$ cat config.mk
export PLATFORM = sky130hd
export DESIGN_NAME = fuzz_stim_sig_harness_flat
export DESIGN_NICKNAME = d
export VERILOG_FILES = /design/src/rtl/fuzz_harness_pkg.sv /design/src/rtl/fuzz_stim_sig_harness_if.sv /design/src/rtl/fuzz_lfsr_step.sv /design/src/rtl/fuzz_stim_sig_harness.sv /design/src/flat_wrapper.sv
export SDC_FILE = /design/constraint.sdc
export NUM_CORES = 2
export LEC_CHECK = 0
export CAP_MARGIN = 20
export CORE_AREA = 3 3 429 431
export CTS_CLUSTER_SIZE = 20
export DETAILED_ROUTE_END_ITERATION = 12
export DIE_AREA = 0 0 432 434
export PLACE_DENSITY = 0.44
export SYNTH_ARGS = -nofsm -noshare
export SYNTH_HDL_FRONTEND = slang
export SYNTH_SLANG_ARGS = --single-unit
$ cat constraint.sdc
create_clock -name clk -period 27.6 [get_ports clk]
set_input_delay 5.52 -clock clk [delete_from_list [all_inputs] [get_ports clk]]
set_output_delay 5.52 -clock clk [all_outputs]
set_load 0.01 [all_outputs]
$ cat src/rtl/fuzz_harness_pkg.sv
// Shared types and constants for the LFSR-stimulus / MISR-signature fuzz harness.
// Holds the FSM encoding, default feedback masks and small elaboration helpers.
package fuzz_harness_pkg;

  typedef enum logic [1:0] {
    ST_IDLE  = 2'd0,
    ST_RUN   = 2'd1,
    ST_DRAIN = 2'd2,
    ST_DONE  = 2'd3
  } state_t;

  // Widest shift register the feedback helper accepts; narrower callers zero-extend.
  localparam int unsigned FB_MAX_W = 1024;

  localparam logic [255:0] DEF_TAPS =
    (256'd1 << 255) | (256'd1 << 253) | (256'd1 << 250) | (256'd1 << 245);

  localparam logic [191:0] DEF_MTAPS =
    (192'd1 << 191) | (192'd1 << 189) | (192'd1 << 180) | (192'd1 << 177);

  function automatic logic fb_bit(input logic [FB_MAX_W-1:0] state,
                                  input logic [FB_MAX_W-1:0] mask);
    return ^(state & mask);
  endfunction

  // Counter width for a limit, never narrower than one bit.
  function automatic int unsigned cnt_w(input int unsigned limit);
    return (limit > 1) ? $clog2(limit) : 1;
  endfunction

endpackage

$ cat src/rtl/fuzz_stim_sig_harness_if.sv
// Bus between the fuzz harness and whoever drives/observes it.
// The harness side is the slave; the bench or wrapper side is the master.
interface fuzz_stim_sig_harness_if #(
  parameter int unsigned IN_W    = 256,
  parameter int unsigned OUT_W   = 192,
  parameter int unsigned NUM_VEC = 21
);
  localparam int unsigned VIDX_W = $clog2(NUM_VEC + 1);

  logic              start;
  logic [IN_W-1:0]   seed;
  logic [OUT_W-1:0]  exp_sig;
  logic [IN_W-1:0]   stim;
  logic [OUT_W-1:0]  y;
  logic              busy;
  logic              done;
  logic [OUT_W-1:0]  sig;
  logic              match;
  logic [VIDX_W-1:0] vec_idx;

  modport master (
    output start, seed, exp_sig, y,
    input  stim, busy, done, sig, match, vec_idx
  );

  modport slave (
    input  start, seed, exp_sig, y,
    output stim, busy, done, sig, match, vec_idx
  );
endinterface

$ cat src/rtl/fuzz_lfsr_step.sv
// One Fibonacci-style shift step: shift left, feed parity of (state & MASK) into bit 0.
// Shared by the stimulus LFSR and the MISR core.
module fuzz_lfsr_step
  import fuzz_harness_pkg::*;
#(
  parameter int unsigned     W    = 8,
  parameter logic [W-1:0]    MASK = '1
) (
  input  logic [W-1:0] cur,
  output logic [W-1:0] nxt
);

  assign nxt = {cur[W-2:0], fb_bit(FB_MAX_W'(cur), FB_MAX_W'(MASK))};

endmodule

$ cat src/rtl/fuzz_stim_sig_harness.sv
// Streams NUM_VEC LFSR vectors (leading all-zero vector) onto stim and compacts the
// DUT response y into a MISR signature, flagging match against exp_sig at the end.
module fuzz_stim_sig_harness
  import fuzz_harness_pkg::*;
#(
  parameter int unsigned      IN_W    = 256,
  parameter int unsigned      OUT_W   = 192,
  parameter int unsigned      NUM_VEC = 21,
  parameter int unsigned      HOLD    = 1,
  parameter int unsigned      LAT     = 0,
  parameter logic [IN_W-1:0]  TAPS    = DEF_TAPS[IN_W-1:0],
  parameter logic [OUT_W-1:0] MTAPS   = DEF_MTAPS[OUT_W-1:0]
) (
  input  logic                  clk,
  input  logic                  rst,
  fuzz_stim_sig_harness_if.slave bus
);

  localparam int unsigned VIDX_W = $clog2(NUM_VEC + 1);
  localparam int unsigned HCNT_W = cnt_w(HOLD);
  localparam int unsigned DCNT_W = cnt_w(LAT);

  localparam logic [VIDX_W-1:0] LAST_VEC   = VIDX_W'(NUM_VEC - 1);
  localparam logic [HCNT_W-1:0] LAST_HOLD  = HCNT_W'(HOLD - 1);
  localparam logic [DCNT_W-1:0] LAST_DRAIN = DCNT_W'((LAT > 0) ? (LAT - 1) : 0);

  state_t state;
  state_t state_nxt;

  logic [IN_W-1:0]   stim_q;
  logic [IN_W-1:0]   lfsr_q;
  logic [IN_W-1:0]   lfsr_nxt;
  logic [OUT_W-1:0]  sig_q;
  logic [OUT_W-1:0]  misr_nxt;
  logic              busy_q;
  logic              match_q;
  logic [VIDX_W-1:0] vec_idx_q;
  logic [HCNT_W-1:0] hold_cnt;
  logic [DCNT_W-1:0] drain_cnt;

  logic accept;
  logic window_end;
  logic last_vec;
  logic advance;
  logic drain_end;
  logic is_done;
  logic sample_en;
  logic sample_dly;

  fuzz_lfsr_step #(.W(IN_W), .MASK(TAPS)) u_stim_lfsr (
    .cur (lfsr_q),
    .nxt (lfsr_nxt)
  );

  fuzz_lfsr_step #(.W(OUT_W), .MASK(MTAPS)) u_misr_core (
    .cur (sig_q),
    .nxt (misr_nxt)
  );

  // ---------------------------------------------------------------- FSM
  always_ff @(posedge clk or posedge rst) begin
    // NOTE: sequential state is only ever updated with non-blocking assignments.
    if (rst) state <= ST_IDLE;
    else     state <= state_nxt;
  end

  always_comb begin
    // NOTE: default first, so every path assigns state_nxt and no latch is inferred.
    state_nxt = state;
    unique case (state)
      ST_IDLE:  if (bus.start) state_nxt = ST_RUN;
      ST_RUN:   if (window_end && last_vec) state_nxt = (LAT == 0) ? ST_DONE : ST_DRAIN;
      ST_DRAIN: if (drain_end) state_nxt = ST_DONE;
      ST_DONE:  state_nxt = ST_IDLE;
      default:  state_nxt = ST_IDLE;
    endcase
  end

  always_comb begin
    accept     = (state == ST_IDLE) && bus.start;
    window_end = (state == ST_RUN) && (hold_cnt == LAST_HOLD);
    last_vec   = (vec_idx_q == LAST_VEC);
    advance    = window_end && !last_vec;
    drain_end  = (state == ST_DRAIN) && (drain_cnt == LAST_DRAIN);
    is_done    = (state == ST_DONE);
    sample_en  = window_end;
  end

  // The response to a vector appears LAT cycles after its last hold cycle.
  generate
    if (LAT == 0) begin : g_no_lat
      assign sample_dly = sample_en;
    end else begin : g_lat
      logic [LAT-1:0] sample_pipe;
      always_ff @(posedge clk or posedge rst) begin
        if (rst) sample_pipe <= '0;
        else     sample_pipe <= (sample_pipe << 1) | LAT'(sample_en);
      end
      assign sample_dly = sample_pipe[LAT-1];
    end
  endgenerate

  // ---------------------------------------------------------------- datapath
  always_ff @(posedge clk or posedge rst) begin
    // NOTE: no memories here, so every register takes an async reset value.
    if (rst) begin
      stim_q    <= '0;
      lfsr_q    <= '0;
      sig_q     <= '0;
      busy_q    <= 1'b0;
      match_q   <= 1'b0;
      vec_idx_q <= '0;
      hold_cnt  <= '0;
      drain_cnt <= '0;
    end else begin
      if (accept) begin
        stim_q    <= '0;
        vec_idx_q <= '0;
        lfsr_q    <= (bus.seed == '0) ? IN_W'(1) : bus.seed;
      end else if (advance) begin
        vec_idx_q <= vec_idx_q + 1'b1;
        // Vector 1 is the seed itself; later vectors step the LFSR first.
        if (vec_idx_q == '0) begin
          stim_q <= lfsr_q;
        end else begin
          stim_q <= lfsr_nxt;
          lfsr_q <= lfsr_nxt;
        end
      end

      if (state == ST_RUN)   hold_cnt  <= window_end ? '0 : hold_cnt + 1'b1;
      if (state == ST_DRAIN) drain_cnt <= drain_end ? '0 : drain_cnt + 1'b1;

      if (accept)          sig_q <= '0;
      else if (sample_dly) sig_q <= misr_nxt ^ bus.y;

      if (accept)       match_q <= 1'b0;
      else if (is_done) match_q <= (sig_q == bus.exp_sig);

      if (accept)       busy_q <= 1'b1;
      else if (is_done) busy_q <= 1'b0;
    end
  end

  assign bus.stim    = stim_q;
  assign bus.busy    = busy_q;
  assign bus.done    = is_done;
  assign bus.sig     = sig_q;
  assign bus.match   = match_q;
  assign bus.vec_idx = vec_idx_q;

endmodule
$ cat src/flat_wrapper.sv
// flat-port wrapper written by rule: the top's interface ports become plain ports
module fuzz_stim_sig_harness_flat import fuzz_harness_pkg::*;
#(
  parameter int unsigned      IN_W    = 256,
  parameter int unsigned      OUT_W   = 192,
  parameter int unsigned      NUM_VEC = 21,
  parameter int unsigned      HOLD    = 1,
  parameter int unsigned      LAT     = 0,
  parameter logic [IN_W-1:0]  TAPS    = DEF_TAPS[IN_W-1:0],
  parameter logic [OUT_W-1:0] MTAPS   = DEF_MTAPS[OUT_W-1:0]
)
  (clk, rst, bus_start, bus_seed, bus_exp_sig, bus_y, bus_stim, bus_busy, bus_done, bus_sig, bus_match, bus_vec_idx);
  fuzz_stim_sig_harness_if #(.IN_W(IN_W), .OUT_W(OUT_W), .NUM_VEC(NUM_VEC)) bus_i ();
  input  logic clk;
  input  logic rst;
  input wire logic [$bits(bus_i.start)-1:0] bus_start;
  input wire logic [$bits(bus_i.seed)-1:0] bus_seed;
  input wire logic [$bits(bus_i.exp_sig)-1:0] bus_exp_sig;
  input wire logic [$bits(bus_i.y)-1:0] bus_y;
  output wire logic [$bits(bus_i.stim)-1:0] bus_stim;
  output wire logic [$bits(bus_i.busy)-1:0] bus_busy;
  output wire logic [$bits(bus_i.done)-1:0] bus_done;
  output wire logic [$bits(bus_i.sig)-1:0] bus_sig;
  output wire logic [$bits(bus_i.match)-1:0] bus_match;
  output wire logic [$bits(bus_i.vec_idx)-1:0] bus_vec_idx;
  assign bus_i.start = bus_start;
  assign bus_i.seed = bus_seed;
  assign bus_i.exp_sig = bus_exp_sig;
  assign bus_i.y = bus_y;
  assign bus_stim = bus_i.stim;
  assign bus_busy = bus_i.busy;
  assign bus_done = bus_i.done;
  assign bus_sig = bus_i.sig;
  assign bus_match = bus_i.match;
  assign bus_vec_idx = bus_i.vec_idx;
  fuzz_stim_sig_harness #(.IN_W(IN_W), .OUT_W(OUT_W), .NUM_VEC(NUM_VEC), .HOLD(HOLD), .LAT(LAT), .TAPS(TAPS), .MTAPS(MTAPS)) u_core (.clk(clk), .rst(rst), .bus(bus_i));
endmodule
==> metrics.txt <==
Arr. time, crit path between 9 and 10 ns; P&R area growth vs syn 46.6%; Ys Warns 0; TritonCTS clock tree built; num rows 156; die area 187000 um2; status finished, final reports clean; remaining antenna violation count after routing 0; Tcrit/Tclk final 30.4%; CTS Hold Bufs 0; Lkg Pwr 21.2 nW; final cell count without fillers 7314; Worst-Margin Slew 1.32 ns; Final #Nets roughly 5500; Total GRT Usage 22.3%; Core Util, Final 28.8%; Fin. Hold Viols 0; CP dominant cell by count buf_4; core area 181000 um2; Post-Syn Instances 3904; Syn Nets 4554; # Post-CTS Setup Buffers 0; Crit path depth 7; First-pass DRT Iterations 6; htree depth 3; Synth Register Bits 715; setup ws final approximately 19 ns; Reg-to-Reg End u_core.bus.stim[82]$_DFFE_PP0P_; cell total after placement 7116; kind of critical path primary input to register; hpwl dp 165000 um; DRT Wirelength 217000 um; total CTS buffers 92; Clock Path Buffers 3; Worst Setup EP u_core.lfsr_q[17]$_DFFE_PP0P_; Yosys cell types 51; MaxCap Viol Count 0; vias 34700; largest net degree at the start of global routing 242; mean number of vias per cell between 4 and 5; Final setup viols 0; Crit Reg-Reg Startpoint u_core.state[1]$_DFFE_PP0P_; Die Y 434 um; DR DRC count 0; Max Slew Vio Count 0; initial antenna violation count 37; register area share after synthesis 50.5%; total grt overflow 0; Clock Sink Count between 700 and 800; post-CTS sizing 0; commonest non-fill, non-tap cell in the layout clkdlybuf4s50_1; Mapped Area ~35000 um2; worst path cell trace clkdlybuf4s50_1 -> nand2_4 -> buf_4 -> buf_4 -> buf_4 -> nor2_1 -> a31oi_1; CP required roughly 28 ns; crit path buf inv count 4; Max Fanout on Critical Path 87; num ports 1099; GP Congestion 0.938; port bufs 1098; Worst Hold Class register to register; Initial DRC Count 3055; VDD IR-drop max around 0.00014 V; final setup skew 0.0412 ns; Initial Util 19.6%; share of layout cells above drive strength 1 4.53%; Die X 432 um; minimum clock period 8.39 ns; most used flip-flop cell after synthesis dfrtp_1; PwrDens roughly 140 nW/um2; first-pass GRT wire length ~290000 um; vias in the first global route 34000; CP max stage delay between 0.8 and 0.9 ns; reg2reg path depth 9; Critical Path Sink Type register; slowest CP cell buf_4; fillers 19200; pre-CTS setup slack 18.47 ns; Reg clk slew, reported paths around 0.060 ns; clock insertion delay at the later pin of the skew report 0.71 ns; RSZ-0062 raised after global routing no; commonest cells after routing, fill and taps aside 1098 x clkdlybuf4s50_1, 1030 x nand2_1, 715 x dfrtp_1; Fmax around 120 MHz; setup TNS 0 ns; Worst path top cell family by delay buffers and inverters; asr flop ratio synth 100%; r2r setup slk 23.26 ns; Slew headroom 11.7%; Avg Cell Area, Syn roughly 9.1 um2; wire length per cell around 30 um; CTS root buf clkbuf_16; Critical Path Source Type primary input; CP Launch Point bus_start; Post-synth EDFFs 0
==> layout make-up <==
cell class / instances / area [um2] / share of cell area, %
multi-input combinational: 2841 / 16100 / 31.0
inverter: 50 / 195 / 0.376
tap: 2370 / 2970 / 5.71
sequential: 715 / 17900 / 34.4
antenna: 24 / 60.1 / 0.116
clock inverter: 37 / 528 / 1.02
clock buffer: 135 / 2750 / 5.28
timing repair buffer: 1142 / 11500 / 22.0
==> registers in the layout, summed over array words and instances, names as in the netlist <==
name                count
u_core.bus.stim       256
u_core.lfsr_q         256
u_core.bus.sig        192
u_core.bus.vec_idx      5
u_core.state            2
u_core.bus.busy         1
u_core.bus.match        1
u_core.drain_cnt        1
u_core.hold_cnt         1
==> Yosys cell counts, drive strengths merged, types with 2 or more instances <==
| master | n | area [um2] |
|---|---|---|
| a2111o | 3 | 33.8 |
| a2111oi | 6 | 60.1 |
| a21oi | 2 | 10.0 |
| a221o | 2 | 20.0 |
| a22o | 197 | 1730 |
| a22oi | 3 | 22.5 |
| a311oi | 255 | 2230 |
| a31oi | 257 | 1610 |
| buf | 128 | 717 |
| clkbuf | 170 | 638 |
| dfrtp | 715 | 17900 |
| ha | 7 | 87.6 |
| inv | 49 | 184 |
| nand2 | 1032 | 3870 |
| nand2b | 13 | 81.3 |
| nand3 | 3 | 15.0 |
| nand4 | 47 | 294 |
| nor2 | 519 | 1950 |
| nor2b | 21 | 146 |
| nor4 | 92 | 576 |
| o2111ai | 4 | 35.0 |
| o21ai | 3 | 15.0 |
| o22ai | 16 | 100 |
| o2bb2ai | 2 | 17.5 |
| xnor2 | 108 | 946 |
| xor2 | 234 | 2050 |
==> power breakdown <==
group | leakage, nW | switching, mW | internal, mW
logic | 11.0 | 2.01 | 1.50
clock network | 1.60 | 0.535 | 0.786
registers | 8.63 | 0.749 | 1.60
total | 21.2 | 3.29 | 3.89
==> worst register-to-register path: cells and delay by family (launching register included) <==
family | cells | cell delay, ns
AO/OA/AOI/OAI | 2 | 0.59
buffers and inverters | 4 | 2.55
AND/OR/NAND/NOR | 2 | 0.44
flip-flops | 1 | 0.42
adder cells (fa/ha/maj) | 1 | 0.24
==> worst min path at each step <==
stage / from / endpoint / slack, ns / depth (start not counted)
detailed placement: u_core.drain_cnt$_DFFE_PP0P_ / u_core.drain_cnt$_DFFE_PP0P_ / 0.49 / 1
CTS: u_core.drain_cnt$_DFFE_PP0P_ / u_core.drain_cnt$_DFFE_PP0P_ / 0.50 / 1
global placement: u_core.drain_cnt$_DFFE_PP0P_ / u_core.drain_cnt$_DFFE_PP0P_ / 0.48 / 1
finish: u_core.drain_cnt$_DFFE_PP0P_ / u_core.drain_cnt$_DFFE_PP0P_ / 0.50 / 1
global route: u_core.bus.busy$_DFFE_PP0P_ / u_core.bus.busy$_DFFE_PP0P_ / 0.53 / 1
floorplan: u_core.drain_cnt$_DFFE_PP0P_ / u_core.drain_cnt$_DFFE_PP0P_ / 0.46 / 1
==> metrics by stage <==
stage | hold WS (ns) | cell area, um2 | power (mW)
after floorplan | 0.465 | 35500 | 4.03
after global placement | 0.482 | 48600 | 5.86
after detailed placement | 0.493 | 48600 | 5.88
after CTS | 0.504 | 51900 | 7.25
after global routing | 0.525 | 52000 | 7.64
final | 0.500 | 52000 | 7.18
==> per-layer routing <==
metal,share of wire (%),global-route usage (%),vias up,routed length [um]
li1,-,-,15600,-
met1,43,29.5,17700,93200
met2,47,35.9,1183,103000
met3,6.4,4.36,241,13800
met4,3.3,8.48,10,7220
met5,0.023,0,-,51
==> kinds of logic after synthesis <==
| group | synth area share, % |
|---|---|
| compound gates | 16.8 |
| xor+xnor | 8.45 |
| fa+ha+maj | 0.247 |
| buf+inv | 4.35 |
| flops | 50.5 |
| mux | 0.0318 |
| simple gates | 19.7 |
Note: power is estimated with default switching activity, not from simulation.
